## src/rtl/ysyx_22050612_mem_arbiter_pkg.sv

```systemverilog
// Shared types and defaults for the IFU/LSU data-memory arbiter.
// No logic; latency and backpressure live in the modules that import this.
package ysyx_22050612_mem_arbiter_pkg;

    localparam int DEF_ADDR_W   = 64;
    localparam int DEF_DATA_W   = 64;
    localparam int DEF_MAX_WAIT = 4;

    localparam logic [1:0] S_IDLE  = 2'd0;
    localparam logic [1:0] S_ISSUE = 2'd1;
    localparam logic [1:0] S_WAIT  = 2'd2;

    typedef enum logic {
        OWN_IFU = 1'b0,
        OWN_LSU = 1'b1
    } owner_e;

    // Age counter must hold MAX_WAIT itself; keep at least one bit when MAX_WAIT = 0.
    function automatic int age_width(input int max_wait);
        return (max_wait > 0) ? $clog2(max_wait + 1) : 1;
    endfunction

endpackage

```

## src/rtl/ysyx_22050612_mem_arbiter_if.sv

```systemverilog
// Request/response bundle between IFU+LSU, the arbiter and the memory wrapper.
// slave = arbiter view; master = requesters plus memory wrapper view.
interface ysyx_22050612_mem_arbiter_if
    import ysyx_22050612_mem_arbiter_pkg::*;
#(
    parameter int ADDR_W = DEF_ADDR_W,
    parameter int DATA_W = DEF_DATA_W
);
    logic                  ifu_req_valid;
    logic                  ifu_req_ready;
    logic [ADDR_W-1:0]     ifu_addr;
    logic                  ifu_resp_valid;
    logic                  lsu_req_valid;
    logic                  lsu_req_ready;
    logic [ADDR_W-1:0]     lsu_addr;
    logic                  lsu_wen;
    logic [DATA_W-1:0]     lsu_wdata;
    logic [DATA_W/8-1:0]   lsu_wmask;
    logic                  lsu_resp_valid;
    logic [DATA_W-1:0]     resp_rdata;
    logic                  mem_req_valid;
    logic                  mem_req_ready;
    logic [ADDR_W-1:0]     mem_addr;
    logic                  mem_wen;
    logic [DATA_W-1:0]     mem_wdata;
    logic [DATA_W/8-1:0]   mem_wmask;
    logic                  mem_resp_valid;
    logic [DATA_W-1:0]     mem_rdata;

    modport slave (
        input  ifu_req_valid, ifu_addr,
        input  lsu_req_valid, lsu_addr, lsu_wen, lsu_wdata, lsu_wmask,
        input  mem_req_ready, mem_resp_valid, mem_rdata,
        output ifu_req_ready, ifu_resp_valid,
        output lsu_req_ready, lsu_resp_valid, resp_rdata,
        output mem_req_valid, mem_addr, mem_wen, mem_wdata, mem_wmask
    );

    modport master (
        output ifu_req_valid, ifu_addr,
        output lsu_req_valid, lsu_addr, lsu_wen, lsu_wdata, lsu_wmask,
        output mem_req_ready, mem_resp_valid, mem_rdata,
        input  ifu_req_ready, ifu_resp_valid,
        input  lsu_req_ready, lsu_resp_valid, resp_rdata,
        input  mem_req_valid, mem_addr, mem_wen, mem_wdata, mem_wmask
    );

endinterface

```

## src/rtl/ysyx_22050612_arb_age.sv

```systemverilog
// Saturating count of cycles the IFU has been refused; sat flags it is due priority.
// One-cycle update latency; clears on IFU grant or when the IFU drops its request.
module ysyx_22050612_arb_age
    import ysyx_22050612_mem_arbiter_pkg::*;
#(
    parameter int MAX_WAIT = DEF_MAX_WAIT
) (
    input  logic clk,
    input  logic rst,
    input  logic req,
    input  logic grant,
    output logic sat
);
    localparam int               AGE_W   = age_width(MAX_WAIT);
    localparam logic [AGE_W-1:0] AGE_MAX = AGE_W'(MAX_WAIT);

    logic [AGE_W-1:0] age;

    always_ff @(posedge clk or posedge rst) begin
        if (rst) begin
            age <= '0;
        end else if (!req || grant) begin
            age <= '0;
        end else if (age != AGE_MAX) begin
            age <= age + AGE_W'(1);
        end
    end

    // With MAX_WAIT = 0 the counter never leaves 0 and LSU priority is strict.
    assign sat = (MAX_WAIT > 0) && (age == AGE_MAX);

endmodule

```

## src/rtl/ysyx_22050612_mem_arbiter.sv

```systemverilog
// Single-outstanding arbiter of IFU/LSU onto one memory port, LSU first with IFU aging.
// Accept -> issue next cycle, response passed through same cycle; readies drop while busy.
module ysyx_22050612_mem_arbiter
    import ysyx_22050612_mem_arbiter_pkg::*;
#(
    parameter int ADDR_W   = DEF_ADDR_W,
    parameter int DATA_W   = DEF_DATA_W,
    parameter int MAX_WAIT = DEF_MAX_WAIT
) (
    input  logic                        clk,
    input  logic                        rst,
    ysyx_22050612_mem_arbiter_if.slave  bus
);
    logic [1:0]          state;
    owner_e              owner;
    logic [ADDR_W-1:0]   addr_q;
    logic                wen_q;
    logic [DATA_W-1:0]   wdata_q;
    logic [DATA_W/8-1:0] wmask_q;

    logic ifu_aged;
    logic lsu_win;
    logic ifu_win;
    logic idle_open;
    logic lsu_acc;
    logic ifu_acc;
    logic resp_fire;

    ysyx_22050612_arb_age #(
        .MAX_WAIT (MAX_WAIT)
    ) u_age (
        .clk   (clk),
        .rst   (rst),
        .req   (bus.ifu_req_valid),
        .grant (ifu_acc),
        .sat   (ifu_aged)
    );

    assign lsu_win   = bus.lsu_req_valid && !(bus.ifu_req_valid && ifu_aged);
    assign ifu_win   = bus.ifu_req_valid && !lsu_win;
    // Readies are combinational, so gate with rst to keep every output low in reset.
    assign idle_open = (state == S_IDLE) && !rst;
    assign lsu_acc   = idle_open && lsu_win;
    assign ifu_acc   = idle_open && ifu_win;
    assign resp_fire = (state == S_WAIT) && bus.mem_resp_valid;

    assign bus.lsu_req_ready  = lsu_acc;
    assign bus.ifu_req_ready  = ifu_acc;
    assign bus.lsu_resp_valid = resp_fire && (owner == OWN_LSU);
    assign bus.ifu_resp_valid = resp_fire && (owner == OWN_IFU);
    assign bus.resp_rdata     = resp_fire ? bus.mem_rdata : '0;
    assign bus.mem_req_valid  = (state == S_ISSUE);
    assign bus.mem_addr       = addr_q;
    assign bus.mem_wen        = wen_q;
    assign bus.mem_wdata      = wdata_q;
    assign bus.mem_wmask      = wmask_q;

    always_ff @(posedge clk or posedge rst) begin
        if (rst) begin
            state   <= S_IDLE;
            owner   <= OWN_IFU;
            addr_q  <= '0;
            wen_q   <= 1'b0;
            wdata_q <= '0;
            wmask_q <= '0;
        end else begin
            case (state)
                S_IDLE: begin
                    if (lsu_acc) begin
                        addr_q  <= bus.lsu_addr;
                        wen_q   <= bus.lsu_wen;
                        wdata_q <= bus.lsu_wdata;
                        wmask_q <= bus.lsu_wmask;
                        owner   <= OWN_LSU;
                        state   <= S_ISSUE;
                    end else if (ifu_acc) begin
                        addr_q  <= bus.ifu_addr;
                        wen_q   <= 1'b0;
                        wdata_q <= '0;
                        wmask_q <= '0;
                        owner   <= OWN_IFU;
                        state   <= S_ISSUE;
                    end
                end
                S_ISSUE: begin
                    if (bus.mem_req_ready) begin
                        state <= S_WAIT;
                    end
                end
                S_WAIT: begin
                    if (resp_fire) begin
                        state <= S_IDLE;
                    end
                end
                default: state <= S_IDLE;
            endcase
        end
    end

endmodule

```

## src/flat_wrapper.sv

```systemverilog
// flat-port wrapper written by rule: the top's interface ports become plain ports
module ysyx_22050612_mem_arbiter_flat import ysyx_22050612_mem_arbiter_pkg::*;
#(
    parameter int ADDR_W   = DEF_ADDR_W,
    parameter int DATA_W   = DEF_DATA_W,
    parameter int MAX_WAIT = DEF_MAX_WAIT
)
  (clk, rst, bus_ifu_req_valid, bus_ifu_addr, bus_lsu_req_valid, bus_lsu_addr, bus_lsu_wen, bus_lsu_wdata, bus_lsu_wmask, bus_mem_req_ready, bus_mem_resp_valid, bus_mem_rdata, bus_ifu_req_ready, bus_ifu_resp_valid, bus_lsu_req_ready, bus_lsu_resp_valid, bus_resp_rdata, bus_mem_req_valid, bus_mem_addr, bus_mem_wen, bus_mem_wdata, bus_mem_wmask);
  ysyx_22050612_mem_arbiter_if #(.ADDR_W(ADDR_W), .DATA_W(DATA_W)) bus_i ();
  input  logic clk;
  input  logic rst;
  input wire logic [$bits(bus_i.ifu_req_valid)-1:0] bus_ifu_req_valid;
  input wire logic [$bits(bus_i.ifu_addr)-1:0] bus_ifu_addr;
  input wire logic [$bits(bus_i.lsu_req_valid)-1:0] bus_lsu_req_valid;
  input wire logic [$bits(bus_i.lsu_addr)-1:0] bus_lsu_addr;
  input wire logic [$bits(bus_i.lsu_wen)-1:0] bus_lsu_wen;
  input wire logic [$bits(bus_i.lsu_wdata)-1:0] bus_lsu_wdata;
  input wire logic [$bits(bus_i.lsu_wmask)-1:0] bus_lsu_wmask;
  input wire logic [$bits(bus_i.mem_req_ready)-1:0] bus_mem_req_ready;
  input wire logic [$bits(bus_i.mem_resp_valid)-1:0] bus_mem_resp_valid;
  input wire logic [$bits(bus_i.mem_rdata)-1:0] bus_mem_rdata;
  output wire logic [$bits(bus_i.ifu_req_ready)-1:0] bus_ifu_req_ready;
  output wire logic [$bits(bus_i.ifu_resp_valid)-1:0] bus_ifu_resp_valid;
  output wire logic [$bits(bus_i.lsu_req_ready)-1:0] bus_lsu_req_ready;
  output wire logic [$bits(bus_i.lsu_resp_valid)-1:0] bus_lsu_resp_valid;
  output wire logic [$bits(bus_i.resp_rdata)-1:0] bus_resp_rdata;
  output wire logic [$bits(bus_i.mem_req_valid)-1:0] bus_mem_req_valid;
  output wire logic [$bits(bus_i.mem_addr)-1:0] bus_mem_addr;
  output wire logic [$bits(bus_i.mem_wen)-1:0] bus_mem_wen;
  output wire logic [$bits(bus_i.mem_wdata)-1:0] bus_mem_wdata;
  output wire logic [$bits(bus_i.mem_wmask)-1:0] bus_mem_wmask;
  assign bus_i.ifu_req_valid = bus_ifu_req_valid;
  assign bus_i.ifu_addr = bus_ifu_addr;
  assign bus_i.lsu_req_valid = bus_lsu_req_valid;
  assign bus_i.lsu_addr = bus_lsu_addr;
  assign bus_i.lsu_wen = bus_lsu_wen;
  assign bus_i.lsu_wdata = bus_lsu_wdata;
  assign bus_i.lsu_wmask = bus_lsu_wmask;
  assign bus_i.mem_req_ready = bus_mem_req_ready;
  assign bus_i.mem_resp_valid = bus_mem_resp_valid;
  assign bus_i.mem_rdata = bus_mem_rdata;
  assign bus_ifu_req_ready = bus_i.ifu_req_ready;
  assign bus_ifu_resp_valid = bus_i.ifu_resp_valid;
  assign bus_lsu_req_ready = bus_i.lsu_req_ready;
  assign bus_lsu_resp_valid = bus_i.lsu_resp_valid;
  assign bus_resp_rdata = bus_i.resp_rdata;
  assign bus_mem_req_valid = bus_i.mem_req_valid;
  assign bus_mem_addr = bus_i.mem_addr;
  assign bus_mem_wen = bus_i.mem_wen;
  assign bus_mem_wdata = bus_i.mem_wdata;
  assign bus_mem_wmask = bus_i.mem_wmask;
  ysyx_22050612_mem_arbiter #(.ADDR_W(ADDR_W), .DATA_W(DATA_W), .MAX_WAIT(MAX_WAIT)) u_core (.clk(clk), .rst(rst), .bus(bus_i));
endmodule
```

## config.mk

```make
export PLATFORM = sky130hd
export DESIGN_NAME = ysyx_22050612_mem_arbiter_flat
export DESIGN_NICKNAME = d
export VERILOG_FILES = /design/src/rtl/ysyx_22050612_mem_arbiter_pkg.sv /design/src/rtl/ysyx_22050612_mem_arbiter_if.sv /design/src/rtl/ysyx_22050612_arb_age.sv /design/src/rtl/ysyx_22050612_mem_arbiter.sv /design/src/flat_wrapper.sv
export SDC_FILE = /design/constraint.sdc
export NUM_CORES = 1
export LEC_CHECK = 0
export ABC_AREA = 1
export BUFFER_PORTS_ARGS = -buffer_cell sky130_fd_sc_hd__clkbuf_2
export CORE_AREA = 2 2 187 189
export CTS_BUF_LIST = sky130_fd_sc_hd__clkbuf_8 sky130_fd_sc_hd__clkbuf_16
export CTS_CLUSTER_DIAMETER = 150
export CTS_CLUSTER_SIZE = 8
export DETAILED_ROUTE_END_ITERATION = 16
export DIE_AREA = 0 0 189 191
export GPL_ROUTABILITY_DRIVEN = 0
export SYNTH_ARGS = -nofsm -noshare
export SYNTH_HDL_FRONTEND = slang
export SYNTH_SLANG_ARGS = --single-unit
export TNS_END_PERCENT = 1
```

## constraint.sdc

```tcl
create_clock -name clk -period 11.51 [get_ports clk]
set_input_delay 1.7265 -clock clk [delete_from_list [all_inputs] [get_ports clk]]
set_output_delay 1.7265 -clock clk [all_outputs]
set_load 0.05 [all_outputs]
```

==> metrics.md, run 1 <==
| Metric | Value |
|---|---|
| Crit path capture type | `primary output` |
| ANT nets after route | `0` |
| Netlist Area Pre-Place | `approximately 0.0072 sq mm` |
| Layout Skew | `~0.011 ns` |
| DR iter-0 viols | `approximately 330` |
| Synthesized area per cell | `between 6 and 7 sq um` |
| RR Startpoint | `u_core.state[1]$_DFFE_PP0P_` |
| Peak VDD IR | `around 110 uV` |
| Synthesis-to-finish area growth | `45.50%` |
| Min-delay src | `u_core.bus.mem_addr[35]$_DFFE_PP0P_` |
| Setup bufs post-CTS | `0` |
| Critical Path RT | `9.78 ns` |
| CP cell instances | `clkbuf_2, nand3_4, nor2_1, clkbuf_2` |
| Residual DRC count | `0` |
| DP Cell Count | `about 1,900` |
| Most frequent CP cell | `clkbuf_2` |
| GRT overflow | `0` |
| Pwr dens | `~300 mW/mm^2` |
| Row count | `a little under 70` |
| Final hold vios | `0` |
| CP max-delay cell | `nand3_4` |
| RSZ-0062 raised after global routing | `false` |
| Clock Tree Root | `clkbuf_16` |
| Inserted Clock Buffers | `17` |
| Reg clk slew, reported paths | `about 0.06 ns` |
| Slew margin rel. | `about a quarter` |
| Worst-Skew Late Latency | `0.42 ns` |
| FMAX | `0.2065 GHz` |
| LEAKAGE | `6.315 nW` |
| DP Area | `between 0.009 and 0.01 sq mm` |
| # port buffers | `about 480` |
| Global-route wire length before repair | `40.70 mm` |
| Overall Global Routing Usage | `14.80%` |
| Hpwl dp | `about 21 mm` |
| Crit path largest cell delay | `0.60 ns` |
| DIE HEIGHT | `191 um` |
| I/O pin cnt | `approximately 480` |
| DRT Pass-1 Iters | `5` |
| Finished Core Util | `between 30% and 40%` |
| Buffer and inverter count on the worst path | `2` |
| Vias per std cell | `around 3.9` |
| Final Max Slew Viols | `0` |
| Distinct cells, synth | `20` |
| Die Wd | `approximately 190 um` |
| Largest net degree at the start of global routing | `71` |
| Finished Layout Cells | `1,950` |
| Max clock buf depth | `2` |
| Cells after synthesis | `between 1,000 and 1,500` |
| Final WL | `27.40 mm` |
| Diodes inserted | `0` |
| Starting Density | `approximately a fifth` |
| Setup TNS Final | `0 ns` |
| FF+latch count, synth | `about 140` |
| Critical path's top delay family | `simple AND/OR/NAND/NOR gates` |
| WP data arrival | `roughly 3.1 ns` |
| Hold_buf cts | `0` |
| # nets final | `~1,800` |
| Final period utilization | `between 40% and 50%` |
| Layout fillers | `3,791` |
| CP Launch Type | `primary input` |
| Final setup violation count | `0` |
| Synthesis Warnings | `0` |
| Depth of the CTS H-tree | `4` |
| Via Count | `roughly 7,700` |
| Crit path from | `bus_mem_resp_valid` |
| Layout cells sized above 1 | `between 30% and 40%` |
| MaxCap Viol Count | `0` |
| Worst-margin pin slew | `between 1 and 1.5 ns` |
| Gates resized, CTS repair | `0` |
| Vias in the first global route | `between 7,000 and 8,000` |
| Syn_nets | `roughly 1,300` |
| CTS tree | `built` |
| Sequential share of the synthesized area | `49.82%` |
| Crit-path max FO | `66` |
| Hold Path Class | `register to register` |
| Status | `finished clean` |
| Detailed-route wire length per cell | `roughly 14 um` |
| Core ar. | `about 0.034 sq mm` |
| Fin crit period | `~4.8 ns` |
| Clock Sinks | `between 100 and 150` |
| Design area | `around 0.010 sq mm` |
| Initial antenna violation count | `1` |
| Total power | `3.115 mW` |
| Setup CP Type | `primary input to primary output` |
| Die footprint | `about 0.036 sq mm` |
[final cells by class]
class | instances | area, sq um | share of cell area, %
flip-flops and latches | 143 | 3578 | 34.24
multi-input cells | 626 | 2537 | 24.28
repair buffers | 483 | 2435 | 23.30
inverters | 211 | 797.0 | 7.626
well taps | 455 | 569.3 | 5.447
clock buffers | 17 | 425.4 | 4.070
clock inverters | 15 | 108.9 | 1.042
[cells in the mapped netlist]
| cell | number | share of area (%) |
|---|---|---|
| o311ai_0 | 1 | 0.12 |
| nor2_1 | 259 | 14 |
| nand2_2 | 1 | 0.087 |
| a21oi_4 | 1 | 0.23 |
| buf_1 | 4 | 0.21 |
| o21ai_0 | 52 | 3.6 |
| nand4_1 | 3 | 0.26 |
| buf_6 | 2 | 0.31 |
| nand3_1 | 5 | 0.35 |
| o21ai_1 | 23 | 1.6 |
| clkbuf_1 | 6 | 0.31 |
| buf_4 | 20 | 2.1 |
| inv_1 | 211 | 11 |
| xnor2_1 | 1 | 0.12 |
| dfrtp_1 | 143 | 50 |
| ha_1 | 2 | 0.35 |
| nor2_2 | 2 | 0.17 |
| nand2_1 | 274 | 14 |
| a21oi_1 | 2 | 0.14 |
| buf_2 | 19 | 1.3 |
[per-layer routing]
layer,global-route usage [%],vias up,part of all wire [%]
li1,-,3849,-
met1,14.84,3456,35
met2,28.78,333,54
met3,3.708,38,7.1
met4,6.220,0,3.1
met5,0,-,0
[registers in the layout, summed over array words and instances (netlist names)]
signal / count
u_core.bus.mem_addr: 64
u_core.bus.mem_wdata: 64
u_core.bus.mem_wen: 1
u_core.bus.mem_wmask: 8
u_core.owner: 1
u_core.state: 2
u_core.u_age.age: 3
[kinds of logic after synthesis]
family / Yosys count / synth area share (%)
AND/OR/NAND/NOR: 544 / 28.72
buffers and inverters: 262 / 15.28
flip-flops: 143 / 49.82
AO/OA/AOI/OAI: 79 / 5.713
adder cells (fa/ha/maj): 2 / 0.3483
XOR/XNOR: 1 / 0.1220
[stage by stage]
| stage | setup WS, ns | hold WS (ns) |
|---|---|---|
| final | 6.668 | 0.5077 |
| after global routing | 6.537 | 0.5369 |
| after CTS | 6.647 | 0.5133 |
| after floorplan | 3.928 | 0.5038 |
| after global placement | 6.768 | 0.4916 |
| after detailed placement | 6.651 | 0.4994 |
[cell usage in the layout, fill, tap and decap left out, drive strengths merged, types with 2 or more instances in the layout]
cell type and count:
clkbuf 493, nor2 261, a21oi 3, buf 7, nand3 5, inv 215
ha 2, o21ai 75, nand4 3, dfrtp 143, nand2 275, clkinv 9
[worst register-to-register path: cells and delay by family, from the launching register on]
family                 cells  cell delay (ns)
buffers and inverters      2             1.28
and+or+nand+nor            6             0.95
DFF                        1             0.45
[power by group]
part	switching, mW	leakage (nW)	internal [mW]	total [mW]
clock	0.223	0.281	0.292	0.516
sequential	0.131	1.73	0.740	0.871
combinational	1.38	4.30	0.352	1.73
[worst paths after layout]
check,endpoint,slack [ns],cells after the start
worst max-delay path,bus_resp_rdata[38],6.67,4
worst min-delay path,u_core.bus.mem_addr[35]$_DFFE_PP0P_,0.51,2
worst max register to register,u_core.bus.mem_addr[16]$_DFFE_PP0P_,8.73,8
worst min register to register,u_core.bus.mem_addr[35]$_DFFE_PP0P_,0.51,2
max in group asynchronous,u_core.bus.mem_addr[30]$_DFFE_PP0P_,9.09,3
min in group asynchronous,u_core.bus.mem_wdata[49]$_DFFE_PP0P_,1.27,2
(Power assumes the default switching activity.)
==> run 2: changes to the inputs <==
- CORE_AREA: 2 2 187 189 -> 2 2 183 185
- DIE_AREA: 0 0 189 191 -> 0 0 185 187
- clock period: 11.51 -> 4.2 ns (I/O delays scaled with it)
==> metrics.md, run 2 (same netlist as run 1, synthesis figures left out) <==
| Metric | Value |
|---|---|
| Status | `finished clean` |
| Critical Path RT | `3.57 ns (-6.21 ns)` |
| Cell internal pwr | `3.957 mW (+190%)` |
| ANT nets after route | `0 (unchanged)` |
| WP data arrival | `2.23 ns (-0.89 ns)` |
| FMAX | `between 0.3 and 0.4 GHz` |
| Inserted Clock Buffers | `17 (unchanged)` |
| CTS tree | `built` |
| Part of the power in registers | `27.4% (-0.6 points)` |
| Vias per std cell | `3.926 (-0.27%)` |
| Slew margin rel. | `37.75% (+14 points)` |
| Commonest non-fill, non-tap cell in the layout | `clkbuf_2` |
| LEAKAGE | `6.336 nW (+0.33%)` |
| CP Launch Type | `register` |
| Depth of the CTS H-tree | `4 (unchanged)` |
| Layout cells sized above 1 | `34.78% (+0.13 points)` |
| Die Wd | `185 um (-2.1%)` |
| Final hold vios | `0 (unchanged)` |
| Residual DRC count | `0 (unchanged)` |
| Pwr dens | `826.2 mW/mm^2 (+180%)` |
| Crit path capture type | `primary output` |
| Global-route wire length before repair | `39.54 mm (-2.8%)` |
| P_sw | `4.751 mW (+170%)` |
| DP Cell Count | `1,912 (-0.31%)` |
| MaxCap Viol Count | `0 (unchanged)` |
| Hold_buf cts | `0 (unchanged)` |
| Max clock buf depth | `2 (unchanged)` |
| Via Count | `7,632 (-0.57%)` |
| Combinational share of power | `54.4% (-1.1 points)` |
| I/O pin cnt | `477 (unchanged)` |
| Flop2flop setup slack | `1.94 ns (-6.79 ns)` |
| Final WL | `26.33 mm (-3.9%)` |
| Setup bufs post-CTS | `0 (unchanged)` |
| Clock Sinks | `143 (unchanged)` |
| Finished Layout Cells | `1,944 (-0.31%)` |
| Row count | `67 (-1.5%)` |
| Final setup violation count | `0 (unchanged)` |
| Final period utilization | `68.03%` |
| GRT overflow | `0 (unchanged)` |
| Clock Tree Root | `clkbuf_16` |
| Gates resized, CTS repair | `0 (unchanged)` |
| DRT Pass-1 Iters | `4 (-1)` |
| Setup TNS Final | `0 ns (unchanged)` |
| Largest net degree at the start of global routing | `74 (+4.2%)` |
| Fin crit period | `roughly 2.9 ns` |
| Worst-Skew Late Latency | `0.42 ns (about the same)` |
| # port buffers | `476 (unchanged)` |
| Synthesis-to-finish area growth | `46.72%` |
| Final Max Slew Viols | `0 (unchanged)` |
| Detailed-route wire length per cell | `13.54 um (-3.6%)` |
| RSZ-0062 raised after global routing | `false` |
| Commonest non-fill, non-tap cells in the layout | `clkbuf_2, nand2_1, nor2_1` |
| Crit-path max FO | `66 (unchanged)` |
| Core ar. | `0.03286 sq mm (-3.7%)` |
| # nets final | `1,756 (+0.057%)` |
| Vias in the first global route | `7,523 (-0.040%)` |
| Clock power share | `18.1% (+1.5 points)` |
| DIE HEIGHT | `187 um (-2.1%)` |
| Layout Skew | `0.01586 ns (+0.004657 ns)` |
| Setup CP Type | `register to primary output` |
| Die footprint | `0.03460 sq mm (-4.2%)` |
| DR iter-0 viols | `214 (-35%)` |
| Sw frac | `54.56% (-1.0 points)` |
| Peak VDD IR | `307.7 uV (+190%)` |
| Hold WS | `0.1132 ns (-0.3946 ns)` |
| Hold Path Class | `primary input to asynchronous set/reset pin` |
| Starting Density | `21.86% (+0.80 points)` |
| Initial antenna violation count | `1 (unchanged)` |
| Overall Global Routing Usage | `14.99% (+0.19 points)` |
| Hpwl dp | `20.25 mm (-3.8%)` |
| Reg clk slew, reported paths | `0.07 ns (about the same)` |
| Worst-margin pin slew | `0.9337 ns (-0.2081 ns)` |
-- run 2: stage by stage --
step	power, mW	worst slack [ns]	utilization, %	cell area [sq um]
2_1_floorplan	5.953	-0.02075	-	7198
3_3_place_gp	7.147	1.659	30.22	9932
3_5_place_dp	7.218	1.568	30.22	9932
4_1_cts	8.839	1.311	32.06	10540
5_1_grt	9.219	1.163	32.06	10540
6_report	8.708	1.343	32.07	10540
-- run 2: worst paths after layout --
kind,endpoint,depth (start not counted),from
setup / recovery,bus_resp_rdata[32],4,u_core.state[0]$_DFFE_PP0P_
hold / removal,u_core.u_age.age[2]$_DFFE_PP0P_,2,rst
setup reg to reg,u_core.bus.mem_addr[48]$_DFFE_PP0P_,6,u_core.state[1]$_DFFE_PP0P_
hold reg to reg,u_core.bus.mem_addr[33]$_DFFE_PP0P_,2,u_core.bus.mem_addr[33]$_DFFE_PP0P_
max in group asynchronous,u_core.bus.mem_addr[36]$_DFFE_PP0P_,3,rst
min in group clk,u_core.bus.mem_wdata[62]$_DFFE_PP0P_,3,bus_lsu_wdata[62]
-- run 2: power groups by stage --
stage               logic (mW)  registers (mW)  clock network, mW
floorplan                 1.37            4.58                  0
global placement          4.76            2.38                  0
detailed placement        4.81            2.41                  0
CTS                       4.81            2.39               1.63
global route              5.06            2.47               1.69
finish                    4.74            2.39               1.58
-- run 2: layout make-up --
| class | count | area, sq um |
|---|---|---|
| fillers | 3660 | 22320 |
| flip-flops and latches | 143 | 3578 |
| multi-input cells | 626 | 2530 |
| repair buffers | 484 | 2467 |
| inverters | 211 | 795.8 |
| well taps | 448 | 560.5 |
| clock buffers | 18 | 439.2 |
| clock inverters | 13 | 165.2 |
| diodes | 1 | 2.502 |
-- run 2: critical path: stages, from the launching register on --
cell	delay, ns
dfrtp_1	0.38
inv_1	0.16
nand3_4	0.61
nor2_1	0.32
clkbuf_2	0.32
-- run 2: per-layer routing --
metal	track usage, %	vias up	share of wire [%]
li1	-	3859	-
met3	4.128	28	7.9
met4	5.769	0	2.5
met5	0	-	0
met1	14.18	3430	35
met2	29.83	315	54
==> run 3: changes to the inputs <==
- CORE_AREA: 2 2 183 185 -> 2 2 188 190
- DIE_AREA: 0 0 185 187 -> 0 0 190 192
- clock period: 4.2 -> 2.65 ns (I/O delays scaled with it)
==> metrics.md, run 3 (same netlist as run 1, synthesis figures left out) <==
| Metric | Value |
|---|---|
| Sw frac | `54.77% (+0.21 points)` |
| Worst-margin pin slew | `0.7377 ns (-0.1960 ns)` |
| Hold WS | `0.1724 ns (+0.05920 ns)` |
| LEAKAGE | `6.355 nW (+0.31%)` |
| WHS Endpoint | `u_core.bus.mem_wdata[10]$_DFFE_PP0P_` |
| Commonest non-fill, non-tap cells in the layout | `clkbuf_2, nand2_1, nor2_1` |
| Detailed-route wire length per cell | `13.43 um (-0.84%)` |
| DP Cell Count | `1,924 (+0.63%)` |
| Max clock buf depth | `2 (unchanged)` |
| Reg2reg end | `u_core.bus.mem_addr[35]$_DFFE_PP0P_` |
| Min-delay src | `bus_lsu_wdata[10]` |
| Min-Delay Path Depth | `3` |
| Part of the power in registers | `27.5% (about the same)` |
| DIE HEIGHT | `192 um (+2.7%)` |
| FMAX | `about 0.42 GHz` |
| P_sw | `7.536 mW (+59%)` |
| Register area | `0.003578 sq mm (unchanged)` |
| Clock Tree Root | `clkbuf_16` |
| Diodes inserted | `0 (-1)` |
| Buffer and inverter count on the worst path | `3 (+1)` |
| Status | `finished clean` |
| # nets final | `1,761 (+0.28%)` |
| Starting Density | `20.95% (-0.91 points)` |
| Residual DRC count | `0 (unchanged)` |
| Layout Skew | `0.006049 ns (-0.009806 ns)` |
| Synthesis-to-finish area growth | `47.88%` |
| Final setup violation count | `0 (unchanged)` |
| Hold_buf cts | `0 (unchanged)` |
| I/O pin cnt | `477 (unchanged)` |
| Final Max Slew Viols | `0 (unchanged)` |
| Finished Layout Cells | `1,956 (+0.62%)` |
| Flop2flop setup slack | `0.76 ns (-1.18 ns)` |
| Final hold vios | `0 (unchanged)` |
| Overall Global Routing Usage | `14.11% (-0.88 points)` |
| Crit-path max FO | `46 (-30%)` |
| Cell internal pwr | `6.223 mW (+57%)` |
| Clock power share | `17.8% (-0.3 points)` |
| Fin crit period | `2.362 ns` |
| Layout cells sized above 1 | `35.18% (+0.39 points)` |
| Layout fillers | `3,766 (+2.9%)` |
| Crit path capture type | `primary output` |
| GRT overflow | `0 (unchanged)` |
| Combinational share of power | `54.7% (+0.3 points)` |
| # port buffers | `476 (unchanged)` |
| Hpwl dp | `21.27 mm (+5.0%)` |
| Multi-input gate area | `0.002537 sq mm (+0.30%)` |
| Design area | `0.01062 sq mm (+0.80%)` |
| Critical Path RT | `2.25 ns (-1.32 ns)` |
| Global-route wire length before repair | `38.93 mm (-1.5%)` |
| CP cell instances | `inv_1, nand3_4, buf_6, nor2_1, clkbuf_2` |
| Worst-Skew Late Latency | `0.43 ns (about the same)` |
| Setup CP Type | `register to primary output` |
| ANT nets after route | `0 (unchanged)` |
| CP max-delay cell | `dfrtp_1` |
| Reg clk slew, reported paths | `0.06 ns (about the same)` |
| Crit path largest cell delay | `0.38 ns (-0.23 ns)` |
| Die footprint | `0.03648 sq mm (+5.4%)` |
| Finished Core Util | `30.98% (-1.1 points)` |
| Pwr dens | `1295 mW/mm^2 (+57%)` |
| DP Area | `0.01002 sq mm (+0.84%)` |
| Inserted Clock Buffers | `17 (unchanged)` |
| DR iter-0 viols | `213 (-0.47%)` |
| Depth of the CTS H-tree | `4 (unchanged)` |
| Slew margin rel. | `50.82% (+13 points)` |
| CP Launch Type | `register` |
| Initial antenna violation count | `0 (-1)` |
| Final period utilization | `between 80% and 90%` |
| Die Wd | `190 um (+2.7%)` |
| MaxCap Viol Count | `0 (unchanged)` |
| RR Startpoint | `u_core.state[1]$_DFFE_PP0P_` |
| RSZ-0062 raised after global routing | `false` |
| CTS tree | `built` |
| Vias in the first global route | `7,194 (-4.4%)` |
| DRT Pass-1 Iters | `5 (+1)` |
| Critical path's top delay family | `buffers and inverters` |
| Core ar. | `0.03429 sq mm (+4.3%)` |
| Vias per std cell | `3.903 (-0.59%)` |
| Hold Path Class | `primary input to register` |
| Peak VDD IR | `602.0 uV (+96%)` |
| Final WL | `26.27 mm (-0.22%)` |
| WP data arrival | `1.96 ns (-0.27 ns)` |
| Largest net degree at the start of global routing | `78 (+5.4%)` |
| Via Count | `7,634 (+0.026%)` |
| Commonest non-fill, non-tap cell in the layout | `clkbuf_2` |
| Clock Sinks | `143 (unchanged)` |
| Row count | `68 (+1.5%)` |
| Worst r2r path cells | `7 (+1)` |
run 3: cell type report:
type,instances,share of cell area [%]
Multi-Input combinational cell,626,23.89
Clock inverter,14,1.472
Sequential cell,143,33.69
Timing Repair Buffer,489,23.97
Inverter,211,7.491
Clock buffer,18,4.134
Tap cell,455,5.359
run 3: power by group through the flow:
stage | sequential [mW] | clock (mW) | combinational (mW)
finish | 3.79 | 2.45 | 7.53
detailed placement | 3.82 | 0 | 7.61
global placement | 3.77 | 0 | 7.57
floorplan | 7.26 | 0 | 2.17
global route | 3.91 | 2.65 | 8.04
CTS | 3.79 | 2.54 | 7.62
run 3: per-stage QoR:
| stage | worst slack [ns] | TNS [ns] | power, mW |
|---|---|---|---|
| floorplan | -1.106 | -136.87 | 9.435 |
| global placement | 0.5224 | 0 | 11.34 |
| detailed placement | 0.4679 | 0 | 11.42 |
| CTS | 0.07070 | 0 | 13.94 |
| global route | 0.1002 | 0 | 14.61 |
| finish | 0.2878 | 0 | 13.76 |
run 3: routing by layer:
layer / vias up / part of all wire (%) / global-route usage, %
li1: 3865 / - / -
met3: 29 / 8.3 / 5.098
met2: 319 / 53 / 26.31
met5: - / 0 / 0
met4: 0 / 2.2 / 5.337
met1: 3421 / 36 / 14.35
run 3: worst max-delay path by stage:
stage | slack [ns] | from | endpoint | cells past startpoint
after global placement | 0.52 | bus_mem_resp_valid | bus_resp_rdata[14] | 5
after detailed placement | 0.47 | bus_mem_resp_valid | bus_resp_rdata[14] | 5
after global routing | 0.10 | u_core.state[0]$_DFFE_PP0P_ | bus_resp_rdata[4] | 5
final | 0.29 | u_core.state[0]$_DFFE_PP0P_ | bus_resp_rdata[14] | 5
after CTS | 0.07 | u_core.state[0]$_DFFE_PP0P_ | bus_resp_rdata[14] | 5
after floorplan | -1.11 | rst | bus_lsu_req_ready | 5
run 3: worst register-to-register path, cell delays in order (launching register included):
cell,delay (ns)
dfrtp_1,0.45
nor2_2,0.24
nand2_2,0.18
nor2_4,0.25
buf_4,0.43
nand2_1,0.12
nand2_1,0.08
nor2_1,0.03
run 3: repair_timing:
item / in CTS / in global routing
resized for setup: 1 / 1
setup buffers: 0 / 0
endpoints found under the setup margin: 3 / 46
